`config.mk`:
```
export PLATFORM = sky130hd
export DESIGN_NAME = perceptron_flat
export DESIGN_NICKNAME = d
export VERILOG_FILES = /design/src/rtl/machina_pkg.sv /design/src/rtl/perceptron_if.sv /design/src/rtl/signed_multiply.sv /design/src/rtl/perceptron.sv /design/src/flat_wrapper.sv
export SDC_FILE = /design/constraint.sdc
export NUM_CORES = 1
export LEC_CHECK = 0
export CAP_MARGIN = 20
export CORE_MARGIN = 2
export CORE_UTILIZATION = 40
export DETAILED_ROUTE_END_ITERATION = 10
export RECOVER_POWER = 100
export SYNTH_ARGS = -nofsm -noshare
export SYNTH_HDL_FRONTEND = slang
export SYNTH_SLANG_ARGS = --single-unit
```
`constraint.sdc`:
```
create_clock -name clock -period 25.5 [get_ports clock]
set_clock_uncertainty 0.05 [all_clocks]
set_input_delay 2.55 -clock clock [delete_from_list [all_inputs] [get_ports clock]]
set_output_delay 2.55 -clock clock [all_outputs]
set_load 0.005 [all_outputs]
```
`src/rtl/machina_pkg.sv`:
```
// Shared definitions for the perceptron neuron: FSM states, channel widths and
// the 16-bit saturating clamp used by both the forward sum and the weight update.
package machina_pkg;

  localparam int ACT_W = 8;
  localparam int ARG_W = 16;
  localparam int SAT_W = 40;

  // Raw state codes, for flows that cannot carry the enum type across a boundary.
  localparam bit         NOENUM = 1'b0;
  localparam logic [3:0] S_INP  = 4'd0;
  localparam logic [3:0] S_MAC  = 4'd1;
  localparam logic [3:0] S_ARG  = 4'd2;
  localparam logic [3:0] S_RES  = 4'd3;
  localparam logic [3:0] S_OUT  = 4'd4;
  localparam logic [3:0] S_DEL  = 4'd5;
  localparam logic [3:0] S_ERR  = 4'd6;
  localparam logic [3:0] S_FBK  = 4'd7;
  localparam logic [3:0] S_UPD  = 4'd8;

  typedef enum logic [3:0] {
    ST_INP = S_INP,
    ST_MAC = S_MAC,
    ST_ARG = S_ARG,
    ST_RES = S_RES,
    ST_OUT = S_OUT,
    ST_DEL = S_DEL,
    ST_ERR = S_ERR,
    ST_FBK = S_FBK,
    ST_UPD = S_UPD
  } state_t;

  localparam logic signed [SAT_W-1:0] SAT_MAX = 40'sd32767;
  localparam logic signed [SAT_W-1:0] SAT_MIN = -40'sd32768;

  function automatic logic signed [ARG_W-1:0] sat16(input logic signed [SAT_W-1:0] v);
    if (v > SAT_MAX) begin
      return 16'sh7FFF;
    end else if (v < SAT_MIN) begin
      return 16'sh8000;
    end else begin
      return v[ARG_W-1:0];
    end
  endfunction

endpackage

```
`src/rtl/perceptron_if.sv`:
```
// Channel bundle between the perceptron (master), its activation unit and the
// upstream/downstream neighbours (slave side).
interface perceptron_if
  import machina_pkg::*;
#(
  parameter int N = 4
);
  logic                 inp_valid;
  logic [ACT_W*N-1:0]   inp_data;
  logic                 inp_ready;
  logic                 arg_valid;
  logic [ARG_W-1:0]     arg_data;
  logic                 arg_ready;
  logic                 res_valid;
  logic [ACT_W-1:0]     res_data;
  logic                 res_ready;
  logic                 out_valid;
  logic [ACT_W-1:0]     out_data;
  logic                 out_ready;
  logic                 del_valid;
  logic [ARG_W-1:0]     del_data;
  logic                 del_ready;
  logic                 err_valid;
  logic [ARG_W-1:0]     err_data;
  logic                 err_ready;
  logic                 fbk_valid;
  logic [ARG_W-1:0]     fbk_data;
  logic                 fbk_ready;

  modport master (
    input  inp_valid, inp_data, output inp_ready,
    output arg_valid, arg_data, input  arg_ready,
    input  res_valid, res_data, output res_ready,
    output out_valid, out_data, input  out_ready,
    input  del_valid, del_data, output del_ready,
    output err_valid, err_data, input  err_ready,
    input  fbk_valid, fbk_data, output fbk_ready
  );

  modport slave (
    output inp_valid, inp_data, input  inp_ready,
    input  arg_valid, arg_data, output arg_ready,
    output res_valid, res_data, input  res_ready,
    input  out_valid, out_data, output out_ready,
    output del_valid, del_data, input  del_ready,
    input  err_valid, err_data, output err_ready,
    output fbk_valid, fbk_data, input  fbk_ready
  );

endinterface

```
`src/rtl/signed_multiply.sv`:
```
// Combinational signed 16-bit by unsigned 8-bit multiply with a full 25-bit result.
module signed_multiply
  import machina_pkg::*;
(
  input  logic signed [ARG_W-1:0]     a,
  input  logic        [ACT_W-1:0]     x,
  output logic signed [ARG_W+ACT_W:0] p
);
  localparam int PW = ARG_W + ACT_W + 1;

  logic signed [ACT_W:0] x_s;

  assign x_s = {1'b0, x};
  assign p   = PW'(a) * PW'(x_s);

endmodule

```
`src/rtl/perceptron.sv`:
```
// Trainable N-input neuron: serial multiply-accumulate forward pass and serial
// weight update, both sharing one multiplier through an index-selected operand mux.
module perceptron
  import machina_pkg::*;
#(
  parameter int N    = 4,
  parameter int RATE = 8
)
(
  input  logic         clock,
  input  logic         reset,
  input  logic         train,
  perceptron_if.master bus
);
  localparam int PROD_W = ARG_W + ACT_W + 1;
  localparam int ACC_W  = PROD_W + $clog2(N);
  localparam int IDX_W  = $clog2(N + 1);
  localparam int SEL_W  = (N > 1) ? $clog2(N) : 1;

  state_t                   state_reg;
  logic signed [ARG_W-1:0]  weight_reg [N];
  logic        [ACT_W-1:0]  x_reg [N];
  logic        [ACT_W-1:0]  x_in [N];
  logic signed [ACC_W-1:0]  acc_reg;
  logic        [IDX_W-1:0]  idx_reg;
  logic signed [ARG_W-1:0]  delta_reg;
  logic                     arg_valid_reg;
  logic                     out_valid_reg;
  logic                     err_valid_reg;
  logic        [ARG_W-1:0]  arg_data_reg;
  logic        [ACT_W-1:0]  out_data_reg;
  logic        [ARG_W-1:0]  err_data_reg;

  logic        [SEL_W-1:0]  sel_idx;
  logic signed [ARG_W-1:0]  mul_a;
  logic        [ACT_W-1:0]  mul_x;
  logic signed [PROD_W-1:0] prod;
  logic signed [PROD_W-1:0] incr;
  logic signed [SAT_W-1:0]  upd_sum;
  logic                     mac_done;
  logic                     upd_last;

  for (genvar gi = 0; gi < N; gi++) begin : g_unpack
    assign x_in[gi] = bus.inp_data[ACT_W*gi +: ACT_W];
  end

  // idx reaches N on the final MAC cycle; clamp so the mux never indexes past the array.
  assign sel_idx  = (idx_reg < IDX_W'(N)) ? SEL_W'(idx_reg) : '0;
  assign mul_a    = (state_reg == ST_UPD) ? delta_reg : weight_reg[sel_idx];
  assign mul_x    = x_reg[sel_idx];
  assign incr     = prod >>> RATE;
  assign upd_sum  = SAT_W'(weight_reg[sel_idx]) + SAT_W'(incr);
  assign mac_done = (idx_reg == IDX_W'(N));
  assign upd_last = (idx_reg == IDX_W'(N - 1));

  signed_multiply u_mul (
    .a (mul_a),
    .x (mul_x),
    .p (prod)
  );

  assign bus.inp_ready = (state_reg == ST_INP);
  assign bus.res_ready = (state_reg == ST_RES);
  assign bus.del_ready = (state_reg == ST_DEL);
  assign bus.fbk_ready = (state_reg == ST_FBK);
  assign bus.arg_valid = arg_valid_reg;
  assign bus.arg_data  = arg_data_reg;
  assign bus.out_valid = out_valid_reg;
  assign bus.out_data  = out_data_reg;
  assign bus.err_valid = err_valid_reg;
  assign bus.err_data  = err_data_reg;

  always_ff @(posedge clock or negedge reset) begin
    if (!reset) begin
      state_reg     <= ST_INP;
      acc_reg       <= '0;
      idx_reg       <= '0;
      delta_reg     <= '0;
      arg_valid_reg <= 1'b0;
      out_valid_reg <= 1'b0;
      err_valid_reg <= 1'b0;
      arg_data_reg  <= '0;
      out_data_reg  <= '0;
      err_data_reg  <= '0;
      for (int i = 0; i < N; i++) begin
        weight_reg[i] <= '0;
        x_reg[i]      <= '0;
      end
    end else begin
      unique case (state_reg)
        ST_INP: begin
          if (bus.inp_valid) begin
            for (int i = 0; i < N; i++) begin
              x_reg[i] <= x_in[i];
            end
            acc_reg   <= '0;
            idx_reg   <= '0;
            state_reg <= ST_MAC;
          end
        end
        ST_MAC: begin
          // N accumulate cycles, then one more to clamp and present the sum.
          if (mac_done) begin
            arg_data_reg  <= sat16(SAT_W'(acc_reg));
            arg_valid_reg <= 1'b1;
            state_reg     <= ST_ARG;
          end else begin
            acc_reg <= acc_reg + ACC_W'(prod);
            idx_reg <= idx_reg + IDX_W'(1);
          end
        end
        ST_ARG: begin
          if (bus.arg_ready) begin
            arg_valid_reg <= 1'b0;
            state_reg     <= ST_RES;
          end
        end
        ST_RES: begin
          if (bus.res_valid) begin
            out_data_reg  <= bus.res_data;
            out_valid_reg <= 1'b1;
            state_reg     <= ST_OUT;
          end
        end
        ST_OUT: begin
          if (bus.out_ready) begin
            out_valid_reg <= 1'b0;
            state_reg     <= train ? ST_DEL : ST_INP;
          end
        end
        ST_DEL: begin
          if (bus.del_valid) begin
            err_data_reg  <= bus.del_data;
            err_valid_reg <= 1'b1;
            state_reg     <= ST_ERR;
          end
        end
        ST_ERR: begin
          if (bus.err_ready) begin
            err_valid_reg <= 1'b0;
            state_reg     <= ST_FBK;
          end
        end
        ST_FBK: begin
          if (bus.fbk_valid) begin
            delta_reg <= bus.fbk_data;
            idx_reg   <= '0;
            state_reg <= ST_UPD;
          end
        end
        ST_UPD: begin
          weight_reg[sel_idx] <= sat16(upd_sum);
          idx_reg             <= idx_reg + IDX_W'(1);
          if (upd_last) begin
            state_reg <= ST_INP;
          end
        end
        default: state_reg <= ST_INP;
      endcase
    end
  end

endmodule
```
`src/flat_wrapper.sv`:
```
// flat-port wrapper written by rule: the top's interface ports become plain ports
module perceptron_flat import machina_pkg::*;
#(
  parameter int N    = 4,
  parameter int RATE = 8
)
  (clock, reset, train, bus_inp_valid, bus_inp_data, bus_inp_ready, bus_arg_valid, bus_arg_data, bus_arg_ready, bus_res_valid, bus_res_data, bus_res_ready, bus_out_valid, bus_out_data, bus_out_ready, bus_del_valid, bus_del_data, bus_del_ready, bus_err_valid, bus_err_data, bus_err_ready, bus_fbk_valid, bus_fbk_data, bus_fbk_ready);
  perceptron_if #(.N(N)) bus_i ();
  input  logic clock;
  input  logic reset;
  input  logic train;
  input wire logic [$bits(bus_i.inp_valid)-1:0] bus_inp_valid;
  input wire logic [$bits(bus_i.inp_data)-1:0] bus_inp_data;
  output wire logic [$bits(bus_i.inp_ready)-1:0] bus_inp_ready;
  output wire logic [$bits(bus_i.arg_valid)-1:0] bus_arg_valid;
  output wire logic [$bits(bus_i.arg_data)-1:0] bus_arg_data;
  input wire logic [$bits(bus_i.arg_ready)-1:0] bus_arg_ready;
  input wire logic [$bits(bus_i.res_valid)-1:0] bus_res_valid;
  input wire logic [$bits(bus_i.res_data)-1:0] bus_res_data;
  output wire logic [$bits(bus_i.res_ready)-1:0] bus_res_ready;
  output wire logic [$bits(bus_i.out_valid)-1:0] bus_out_valid;
  output wire logic [$bits(bus_i.out_data)-1:0] bus_out_data;
  input wire logic [$bits(bus_i.out_ready)-1:0] bus_out_ready;
  input wire logic [$bits(bus_i.del_valid)-1:0] bus_del_valid;
  input wire logic [$bits(bus_i.del_data)-1:0] bus_del_data;
  output wire logic [$bits(bus_i.del_ready)-1:0] bus_del_ready;
  output wire logic [$bits(bus_i.err_valid)-1:0] bus_err_valid;
  output wire logic [$bits(bus_i.err_data)-1:0] bus_err_data;
  input wire logic [$bits(bus_i.err_ready)-1:0] bus_err_ready;
  input wire logic [$bits(bus_i.fbk_valid)-1:0] bus_fbk_valid;
  input wire logic [$bits(bus_i.fbk_data)-1:0] bus_fbk_data;
  output wire logic [$bits(bus_i.fbk_ready)-1:0] bus_fbk_ready;
  assign bus_i.inp_valid = bus_inp_valid;
  assign bus_i.inp_data = bus_inp_data;
  assign bus_inp_ready = bus_i.inp_ready;
  assign bus_arg_valid = bus_i.arg_valid;
  assign bus_arg_data = bus_i.arg_data;
  assign bus_i.arg_ready = bus_arg_ready;
  assign bus_i.res_valid = bus_res_valid;
  assign bus_i.res_data = bus_res_data;
  assign bus_res_ready = bus_i.res_ready;
  assign bus_out_valid = bus_i.out_valid;
  assign bus_out_data = bus_i.out_data;
  assign bus_i.out_ready = bus_out_ready;
  assign bus_i.del_valid = bus_del_valid;
  assign bus_i.del_data = bus_del_data;
  assign bus_del_ready = bus_i.del_ready;
  assign bus_err_valid = bus_i.err_valid;
  assign bus_err_data = bus_i.err_data;
  assign bus_i.err_ready = bus_err_ready;
  assign bus_i.fbk_valid = bus_fbk_valid;
  assign bus_i.fbk_data = bus_fbk_data;
  assign bus_fbk_ready = bus_i.fbk_ready;
  perceptron #(.N(N), .RATE(RATE)) u_core (.clock(clock), .reset(reset), .train(train), .bus(bus_i));
endmodule
```
==> impl_metrics.tcl <==
set metrics [dict create \
    synthesis.area_um2 14700 \
    seq_area_frac_synth_pct 32.2 \
    drtAntennaViolNets 0 \
    crit_type "reg -> reg" \
    cts_resized 0 \
    finalHoldViolCount 0 \
    clkTransAtPathRegs_ps 70 \
    grt_pass1_wl_um 62700 \
    grt_max_degree 123 \
    path_buf_inv 5 \
    synth_cell_types 75 \
    ctsHoldBuffers 0 \
    cts_max_level 4 \
    synth-seq-cells 189 \
    synth_flop_cell "dfrtp_1" \
    worstPathArrival_ps 12010 \
    hold_depth 2 \
    initial_core_util_pct 40.4 \
    rrSetupSlack_ps 13790 \
    fmax_ghz 0.0854 \
    cp-endpoint "u_core.weight_reg[24]$_DFFE_PN0P_" \
    cp_max_fo 23 \
    syn_inst 1565 \
    post_cts_buffers 0 \
    die-area_um2 38300 \
    setup_viol 0 \
    slew_headroom_pct -340 \
    coreArea_um2 36300 \
    worst_pin_slew_ps 6610 \
    core.rowCount 70 \
    critPathCaptureType "flip-flop" \
    slew_violations 266 \
    insertion_delay_ps 450 \
    drc 0 \
    slowest_stage "o21bai_1" \
    reg2regPathDepth 31 \
    dp_cells 2126 \
    cpPeakStageDelay_ps 1180 \
    dp.final_hpwl_um 29800 \
    areaGrowthSynthToFinish_pct 15.4 \
    layout_common_cells "dfrtp_1 (189), nand2_1 (184), inv_1 (183)" \
    grt_antenna_before_repair 2 \
    firstDrtPassIters 5 \
    io_buffers 128 \
    fin_crit_sh_pct 45.9 \
    cp-startpoint "u_core.idx_reg[2]$_DFFE_PN0P_" \
    setup_tns_ps 0 \
    syn_area_per_cell_um2 9.39 \
    ios 129 \
    worst_r2r_endpoint "u_core.weight_reg[24]$_DFFE_PN0P_" \
    ctsRootBufferMaster "clkbuf_16" \
    drive_gt1_share_pct 8.34 \
    place_area_um2 16500 \
    cts_sinks 189 \
    drt_iter0_drc 729 \
    final_nets 1960 \
    cts_buffers 17 \
    multiInputGateArea_um2 8970 \
    register_area_um2 4730 \
    rsz0062_at_grt "false" \
    wl_per_cell_um 17.8 \
    grtUsageTotal_pct 20.8 \
    layout_commonest_cell "dfrtp_1" \
    violations "capacitance limit, slew limit" \
    start_kind "flip-flop" \
    fillerInstances 3501 \
    async_flop_share_pct 100 \
    cp.depth 31 \
    period_needed_ps 11710 \
    vias 11386 \
    chipWidth_um 196 \
    fin_cells 2161 \
    whs_ps 424 \
    r2r_start "u_core.idx_reg[2]$_DFFE_PN0P_" \
    required_ps 25800 \
    place_congestion 0.851 \
    overflow 0 \
    run_status "finished, violations left" \
    dieHeight_um 196 \
    path_delay_family "compound AO/OA/AOI/OAI gates" \
    maxCapViolations 5 \
    wl_um 38400 \
    syn_nets 1847 \
    hp-class "reg -> reg" \
    vias_per_cell 5.27 \
    yosys_warnings 0 \
    cts_tree "done" \
    largest_reg_flops 64 \
    stdcell_area_um2 17000 \
    synth-edff-count 0 \
    grt_pass1_vias 11543 \
    cts_max_path_buffers 2 \
]
## how the worst min path moves through the flow
| stage | start | to | slack (ps) |
|---|---|---|---|
| 3_3_place_gp | u_core.weight_reg[23]$_DFFE_PN0P_ | u_core.weight_reg[23]$_DFFE_PN0P_ | 410 |
| 3_5_place_dp | u_core.bus.arg_data[3]$_DFFE_PN0P_ | u_core.bus.arg_data[3]$_DFFE_PN0P_ | 420 |
| 5_1_grt | u_core.bus.arg_data[3]$_DFFE_PN0P_ | u_core.bus.arg_data[3]$_DFFE_PN0P_ | 450 |
| 6_report | u_core.bus.arg_data[3]$_DFFE_PN0P_ | u_core.bus.arg_data[3]$_DFFE_PN0P_ | 420 |
| 4_1_cts | u_core.bus.arg_data[3]$_DFFE_PN0P_ | u_core.bus.arg_data[3]$_DFFE_PN0P_ | 430 |
| 2_1_floorplan | u_core.weight_reg[15]$_DFFE_PN0P_ | u_core.weight_reg[15]$_DFFE_PN0P_ | 400 |
## routing by layer
metal | wire [µm] | share of wire, % | global-route usage [%]
met2 | 16900 | 44 | 32.0
met4 | 885 | 2.3 | 6.39
met5 | 0 | 0 | 0
met1 | 18400 | 48 | 29.8
met3 | 2260 | 5.9 | 3.99
## Yosys cell counts, types with 2 or more instances
master | instances | area (µm²)
or2_2 | 7 | 43.8
a31oi_1 | 5 | 31.3
o22ai_1 | 7 | 43.8
o22a_1 | 20 | 175
a21o_1 | 31 | 233
a211o_1 | 4 | 35.0
nor2_1 | 118 | 443
nand2_1 | 184 | 691
nand2b_1 | 30 | 188
nor2_4 | 2 | 22.5
nand4_1 | 6 | 37.5
mux2_2 | 74 | 833
fa_1 | 104 | 2080
or3_1 | 5 | 31.3
a32o_1 | 2 | 20.0
ha_1 | 96 | 1200
o21ai_4 | 5 | 81.3
a22o_1 | 5 | 43.8
inv_1 | 183 | 687
nand3_1 | 16 | 80.1
buf_1 | 4 | 15.0
a311oi_1 | 3 | 26.3
nor3_1 | 18 | 90.1
a21oi_1 | 67 | 335
nor4_1 | 5 | 31.3
o221ai_1 | 20 | 175
a221oi_1 | 3 | 26.3
buf_2 | 4 | 20.0
clkbuf_1 | 41 | 154
xnor2_1 | 34 | 298
o211ai_1 | 8 | 60.1
nor2b_1 | 10 | 62.6
o21ai_1 | 4 | 20.0
and3_1 | 9 | 56.3
dfrtp_1 | 189 | 4730
xor2_1 | 21 | 184
a211oi_1 | 5 | 37.5
a21oi_4 | 3 | 48.8
o21ai_2 | 2 | 17.5
a32oi_1 | 2 | 17.5
o21a_1 | 15 | 113
o21bai_1 | 6 | 45.0
o31ai_1 | 6 | 45.0
o21ai_0 | 151 | 756
## layout make-up
type                            instances  area share, %
Antenna cell                            2         0.0295
Clock inverter                         12          0.753
Tap cell                              468           3.45
Inverter                              183           4.05
Timing Repair Buffer                  147           8.23
Multi-Input combinational cell       1140           52.9
Clock buffer                           20           2.69
Sequential cell                       189           27.9
## cells by family (layout without fill, tap and decap cells)
logic type	count (synthesis)	after routing	share of synthesized area, %
multiplexers	76	76	5.89
other	0	2	0
AND/OR/NAND/NOR	418	418	12.5
XOR/XNOR	55	55	3.28
buffers and inverters	236	362	6.26
AO/OA/AOI/OAI	391	391	17.5
flip-flops	189	189	32.2
adder cells (fa/ha/maj)	200	200	22.4
## per-stage QoR
step,setup WS (ps),util [%]
global route,12910,46.6
detailed placement,15750,45.4
floorplan,17060,-
CTS,15730,47.0
global placement,15850,45.4
finish,13790,46.7
## worst register-to-register path, delay by kind of cell, from the launching register on
family                   cells  cell delay, ps
adder cells (fa/ha/maj)      6            2650
AO/OA/AOI/OAI               14            5150
XOR/XNOR                     1             210
flip-flops                   1             530
buffers and inverters        5            1450
AND/OR/NAND/NOR              5            1610
Power is not shown: default switching activity piles up to over one toggle a cycle in this logic, so the estimate is an artifact.
